### src/rtl/div_restoring_ctrl_if.sv
// div_restoring_ctrl_if
// Start/done bus of the sequential restoring divider.
//   start        : requester -> divider, request (only looked at while idle)
//   A, B         : requester -> divider, dividend / divisor (n bits)
//   busy         : divider -> requester, high while a quotient is being built
//   done         : divider -> requester, one-cycle result strobe
//   div_by_zero  : divider -> requester, B was zero (valid with done, held)
//   Q, R         : divider -> requester, quotient / remainder (held)
// Handshake: start acts as "valid" and the divider being idle acts as
// "ready"; a request transfers on the rising edge where start=1 and the
// divider is idle, and A/B are captured on that same edge. Requests made
// while the divider is busy or presenting done are dropped, not queued.
// done is a single-cycle strobe with no back-pressure; Q/R/div_by_zero stay
// valid from that cycle until the next result.
interface div_restoring_ctrl_if #(
  parameter int n = 4
);
  logic         start;
  logic [n-1:0] A;
  logic [n-1:0] B;
  logic         busy;
  logic         done;
  logic         div_by_zero;
  logic [n-1:0] Q;
  logic [n-1:0] R;

  modport master (
    output start, A, B,
    input  busy, done, div_by_zero, Q, R
  );

  modport slave (
    input  start, A, B,
    output busy, done, div_by_zero, Q, R
  );
endinterface

### src/rtl/div_restoring_ctrl.sv
// div_restoring_ctrl
// Sequential unsigned restoring divider: Q = A / B, R = A % B.
// One quotient bit is resolved per clock through a single (n+2)-bit
// subtract stage, so a division takes n cycles in CALC plus one DONE cycle.
// Ports:
//   clk          : rising-edge clock
//   rst          : asynchronous, active-high reset
//   bus          : start/done interface (slave side), see div_restoring_ctrl_if
//   dbg_state_o  : current FSM state (0 IDLE, 1 CALC, 2 DONE)
module div_restoring_ctrl #(
  parameter int n = 4
) (
  input  logic                 clk,
  input  logic                 rst,
  div_restoring_ctrl_if.slave  bus,
  output logic [1:0]           dbg_state_o
);

  localparam logic [1:0] S_IDLE = 2'd0;
  localparam logic [1:0] S_CALC = 2'd1;
  localparam logic [1:0] S_DONE = 2'd2;

  localparam int CW = $clog2(n + 1);

  logic [1:0]    state_q, state_d;
  logic [n-1:0]  d_q, d_d;      // dividend shifts out MSB-first, quotient shifts in
  logic [n-1:0]  v_q, v_d;      // latched divisor
  logic [n-1:0]  p_q, p_d;      // partial remainder
  logic [CW-1:0] cnt_q, cnt_d;  // quotient bits still to resolve
  logic [n-1:0]  quo_q, quo_d;
  logic [n-1:0]  rem_q, rem_d;
  logic          dz_q, dz_d;

  // Shared subtract stage
  logic [n:0]    t;
  logic [n+1:0]  s;
  logic          accept;
  logic [n-1:0]  p_step;
  logic [n-1:0]  d_step;

  assign t = {p_q, d_q[n-1]};
  assign s = {1'b0, t} - {2'b0, v_q};
  // The trial is accepted when there is no borrow (s[n+1]==0). Because
  // P < V always holds, an accepted difference is below V, so s[n] is
  // necessarily 0 whenever s[n+1] is 0; including it keeps the test exact.
  assign accept = ~(s[n+1] | s[n]);
  assign p_step = accept ? s[n-1:0] : t[n-1:0];
  assign d_step = {d_q[n-2:0], accept};

  always_comb begin
    state_d = state_q;
    d_d     = d_q;
    v_d     = v_q;
    p_d     = p_q;
    cnt_d   = cnt_q;
    quo_d   = quo_q;
    rem_d   = rem_q;
    dz_d    = dz_q;
    case (state_q)
      S_IDLE: begin
        if (bus.start) begin
          if (bus.B != '0) begin
            d_d     = bus.A;
            v_d     = bus.B;
            p_d     = '0;
            cnt_d   = CW'(n);
            state_d = S_CALC;
          end else begin
            // Divide by zero short-circuits straight to the result.
            quo_d   = '1;
            rem_d   = bus.A;
            dz_d    = 1'b1;
            state_d = S_DONE;
          end
        end
      end
      S_CALC: begin
        p_d   = p_step;
        d_d   = d_step;
        cnt_d = cnt_q - CW'(1);
        if (cnt_q == CW'(1)) begin
          quo_d   = d_step;
          rem_d   = p_step;
          dz_d    = 1'b0;
          state_d = S_DONE;
        end
      end
      S_DONE: begin
        state_d = S_IDLE;
      end
      default: begin
        state_d = S_IDLE;
      end
    endcase
  end

  always_ff @(posedge clk or posedge rst) begin
    if (rst) begin
      state_q <= S_IDLE;
      d_q     <= '0;
      v_q     <= '0;
      p_q     <= '0;
      cnt_q   <= '0;
      quo_q   <= '0;
      rem_q   <= '0;
      dz_q    <= 1'b0;
    end else begin
      state_q <= state_d;
      d_q     <= d_d;
      v_q     <= v_d;
      p_q     <= p_d;
      cnt_q   <= cnt_d;
      quo_q   <= quo_d;
      rem_q   <= rem_d;
      dz_q    <= dz_d;
    end
  end

  // Status decoded straight from the state register so they drop together
  // with it on an asynchronous reset.
  assign bus.busy        = (state_q == S_CALC);
  assign bus.done        = (state_q == S_DONE);
  assign bus.div_by_zero = dz_q;
  assign bus.Q           = quo_q;
  assign bus.R           = rem_q;
  assign dbg_state_o     = state_q;

endmodule
### src/flat_wrapper.sv
// flat-port wrapper written by rule: the top's interface ports become plain ports
module div_restoring_ctrl_flat 
#(
  parameter int n = 4
)
  (clk, rst, dbg_state_o, bus_start, bus_A, bus_B, bus_busy, bus_done, bus_div_by_zero, bus_Q, bus_R);
  div_restoring_ctrl_if #(.n(n)) bus_i ();
  input  logic clk;
  input  logic rst;
  output logic [1:0] dbg_state_o;
  input wire logic [$bits(bus_i.start)-1:0] bus_start;
  input wire logic [$bits(bus_i.A)-1:0] bus_A;
  input wire logic [$bits(bus_i.B)-1:0] bus_B;
  output wire logic [$bits(bus_i.busy)-1:0] bus_busy;
  output wire logic [$bits(bus_i.done)-1:0] bus_done;
  output wire logic [$bits(bus_i.div_by_zero)-1:0] bus_div_by_zero;
  output wire logic [$bits(bus_i.Q)-1:0] bus_Q;
  output wire logic [$bits(bus_i.R)-1:0] bus_R;
  assign bus_i.start = bus_start;
  assign bus_i.A = bus_A;
  assign bus_i.B = bus_B;
  assign bus_busy = bus_i.busy;
  assign bus_done = bus_i.done;
  assign bus_div_by_zero = bus_i.div_by_zero;
  assign bus_Q = bus_i.Q;
  assign bus_R = bus_i.R;
  div_restoring_ctrl #(.n(n)) u_core (.clk(clk), .rst(rst), .bus(bus_i), .dbg_state_o(dbg_state_o));
endmodule
### config.mk
export PLATFORM = sky130hd
export DESIGN_NAME = div_restoring_ctrl_flat
export DESIGN_NICKNAME = d
export VERILOG_FILES = /design/src/rtl/div_restoring_ctrl_if.sv /design/src/rtl/div_restoring_ctrl.sv /design/src/flat_wrapper.sv
export SDC_FILE = /design/constraint.sdc
export NUM_CORES = 1
export LEC_CHECK = 0
export CAP_MARGIN = 20
export CORE_UTILIZATION = 55
export DETAILED_ROUTE_END_ITERATION = 12
export GPL_TIMING_DRIVEN = 0
export PLACE_DENSITY = 0.8
export SETUP_SLACK_MARGIN = 0.3
export SLEW_MARGIN = 20
export SYNTH_ARGS = -nofsm -noshare
export SYNTH_HDL_FRONTEND = slang
export SYNTH_SLANG_ARGS = --single-unit
export TNS_END_PERCENT = 5
### constraint.sdc
create_clock -name clk -period 5.6 [get_ports clk]
set_input_delay 0.56 -clock clk [delete_from_list [all_inputs] [get_ports clk]]
set_output_delay 0.56 -clock clk [all_outputs]
set_load 0.02 [all_outputs]
==> summary.md <==
| Metric | Value |
|---|---|
| Outcome | `finished clean` |
| Hpwl dp | `roughly 2300 um` |
| CP endpoint | `bus_busy` |
| # setup viols final | `0` |
| Crit path buffers/inverters | `3` |
| Total Wirelength | `a little over 3000 um` |
| Synth Instances | `141` |
| Hold buffers post-CTS | `0` |
| Die X | `approximately 53 um` |
| Final nets | `187` |
| Most common cell after layout, fill and taps aside | `dfrtp_1` |
| WP data required | `slightly above 5 ns` |
| Flops & latches, synth | `26` |
| CTS resizes | `0` |
| Final worst slack | `roughly 3.0 ns` |
| Largest net degree at the start of global routing | `27` |
| Slowest CP cell | `clkdlybuf4s50_1` |
| GR Util All Layers | `0.265` |
| Starting Density | `0.606` |
| Postcts setup bufs | `0` |
| Async SR Flop Fraction | `1.00` |
| Worst Hold Depth | `2` |
| Clock tree from TritonCTS | `yes` |
| Most frequent cells in the layout | `dfrtp_1, clkdlybuf4s50_1, inv_1, o21ai_0, nand2_1` |
| Clock Tree Buf Depth | `2` |
| Row count | `17` |
| RSZ-0062 raised after global routing | `no` |
| IO buf count | `23` |
| RR Endpoint | `u_core.p_q[2]` |
| CP Launch Point | `u_core.dbg_state_o[1]` |
| Pre-CTS setup slack | `~2.9 ns` |
| Worst R2R Setup Slack | `3.03 ns` |
| Reg-to-Reg Start | `u_core.d_q[3]` |
| Vias in the first global route | `around 1200` |
| Crit-path cells | `inv_1, nand2_1, inv_2, clkdlybuf4s50_1` |
| Final critical-path share of the clock period | `0.472` |
| Slowest Stage Delay on Critical Path | `0.64 ns` |
| Die height | `~53 um` |
| Syn_nets | `around 160` |
| Vias/cell | `approximately 6` |
| H-tree depth | `1` |
| TritonCTS Buffers | `3` |
| Tightest Pin Transition | `0.939 ns` |
| Clock Pin Slew Worst Setup and Hold Paths | `roughly 0.15 ns` |
| IO Count | `24` |
| Synth unique cells | `43` |
| Fmax | `approximately 380 MHz` |
| Syn Std Cell Area | `0.00140 mm^2` |
| Worst Path Max Fanout | `10` |
| ANT cells | `0` |
| DR DRC count | `0` |
| Worst-skew pair later-pin latency | `approximately 0.34 ns` |
| CP Depth | `4` |
| Gpl congestion | `slightly above 0.8` |
| Vias | `1178` |
| Post-synth top flop | `dfrtp_1` |
| GRT overflow | `0` |
| Crit end category | `primary output` |
| DR iter-0 viols | `36` |
| Slew headroom | `0.366` |
| Die area | `0.00276 mm^2` |
| Antenna Nets Post-Route | `0` |
| Power Total | `between 0.001 and 0.0015 W` |
| Cell at the root of the clock tree | `clkbuf_4` |
| Yosys warning count | `0` |
| Dpl cells | `approximately 190` |
| Reg2reg path depth | `9` |
| Tmin final | `about 2.6 ns` |
| Global-route wire length before repair | `about 5200 um` |
| Leakage power | `around 0.76 nW` |
| Initial antenna violation count | `0` |
| Clock Skew | `0.00984 ns` |
| Power Density | `between 600 and 700 mW/mm^2` |
| Sequential area share after synthesis | `0.463` |
| Crit Path Class | `reg -> out` |
| Critical path's top delay family | `buffers and inverters` |
| Core region area | `between 0.002 and 0.0025 mm^2` |
| HP Class | `reg -> reg` |
| Maxcap violations | `0` |
| TNS Setup | `0 ns` |
| Share of layout cells above drive strength 1 | `0.0833` |
| Syn Area/Cell | `around 10 um^2` |
| Critical path launch point type | `flop` |
| Max VDD drop | `between 0.0004 and 0.0005 V` |
| Final std cells w/o fill | `around 200` |
| Hold WS | `0.504 ns` |
| Sink Count | `26` |
| Wire length per cell | `~16 um` |
| Slew Limit Fails | `0` |
| Number of synthesized flops with an enable pin | `0` |
| Final Hold Fails | `0` |
| Drt pass-1 iters | `4` |
| Area added between synthesis and finish | `22.6%` |
| Worst Path Arrival | `about 2.1 ns` |
## kinds of logic after synthesis
logic type / after synthesis / share of synthesized area
fa+ha+maj: 7 / 0.0677
flops: 26 / 0.463
xor+xnor: 2 / 0.0125
simple gates: 38 / 0.147
buf+inv: 20 / 0.0535
compound gates: 42 / 0.209
mux: 6 / 0.0463
## flip-flops by register name, indices dropped and copies added, names as in the netlist
signal,count
u_core.d_q,4
u_core.bus.R,4
u_core.v_q,4
u_core.dbg_state_o,2
u_core.cnt_q,3
u_core.bus.div_by_zero,1
u_core.bus.Q,4
u_core.p_q,4
## synthesized netlist by cell type (2+ instances only)
library cell	n	area [um^2]
a22o_1	2	17.5
dfrtp_1	26	651
nand2b_1	3	18.8
a21o_1	2	15.0
a21oi_1	2	10.0
o21ai_0	14	70.1
a211oi_1	2	15.0
o211ai_1	7	52.6
nor2_1	5	18.8
clkbuf_1	3	11.3
ha_1	6	75.1
o31ai_1	3	22.5
or3_1	2	12.5
mux2_2	4	45.0
nor3_1	4	20.0
inv_1	15	56.3
nand2_1	13	48.8
nor2b_1	2	12.5
mux2i_1	2	20.0
## final cells by class
| cell class | instances | area, um^2 |
|---|---|---|
| multi-input cells | 95 | 678 |
| flip-flops and latches | 26 | 651 |
| fillers | 183 | 597 |
| repair buffers | 23 | 230 |
| inverters | 17 | 63.8 |
| well taps | 28 | 35.0 |
| clock inverters | 1 | 30.0 |
| clock buffers | 3 | 22.5 |
| plain buffers | 3 | 11.3 |
## worst min path at each step
| stage | start | slack, ns | to |
|---|---|---|---|
| finish | u_core.cnt_q[1] | 0.50 | u_core.cnt_q[1] |
| global route | u_core.cnt_q[1] | 0.55 | u_core.cnt_q[1] |
| CTS | u_core.cnt_q[1] | 0.51 | u_core.cnt_q[1] |
| detailed placement | u_core.cnt_q[1] | 0.48 | u_core.cnt_q[1] |
| global placement | u_core.cnt_q[1] | 0.46 | u_core.cnt_q[1] |
| floorplan | u_core.cnt_q[1] | 0.45 | u_core.cnt_q[1] |
## report_power, final
part	total (W)	internal [W]	switching [W]
sequential	0.000345	0.000277	0.0000679
clock	0.000133	0.0000725	0.0000603
combinational	0.000618	0.000275	0.000343
total	0.00110	0.000624	0.000471
## worst reg2reg max path, stage by stage, from the launching register on
cell	delay (ns)
dfrtp_1	0.42
inv_1	0.08
ha_1	0.17
inv_1	0.06
fa_1	0.40
a21o_1	0.22
o211ai_1	0.28
clkbuf_1	0.36
o21ai_0	0.21
a32o_1	0.29
## per-stage QoR
step | cell area [um^2] | utilization
finish | 1720 | 0.743
global route | 1720 | 0.743
CTS | 1720 | 0.743
detailed placement | 1670 | 0.720
global placement | 1670 | 0.720
floorplan | 1400 | -
## per-layer routing
layer | wire length (um) | GRT usage | up-vias
li1 | - | - | 565
met5 | 0 | 0 | -
met3 | 146 | 0.0464 | 7
met2 | 1480 | 0.447 | 44
met1 | 1350 | 0.334 | 562
met4 | 60 | 0.105 | 0
No activity file was read; power rests on OpenSTA's default activity.
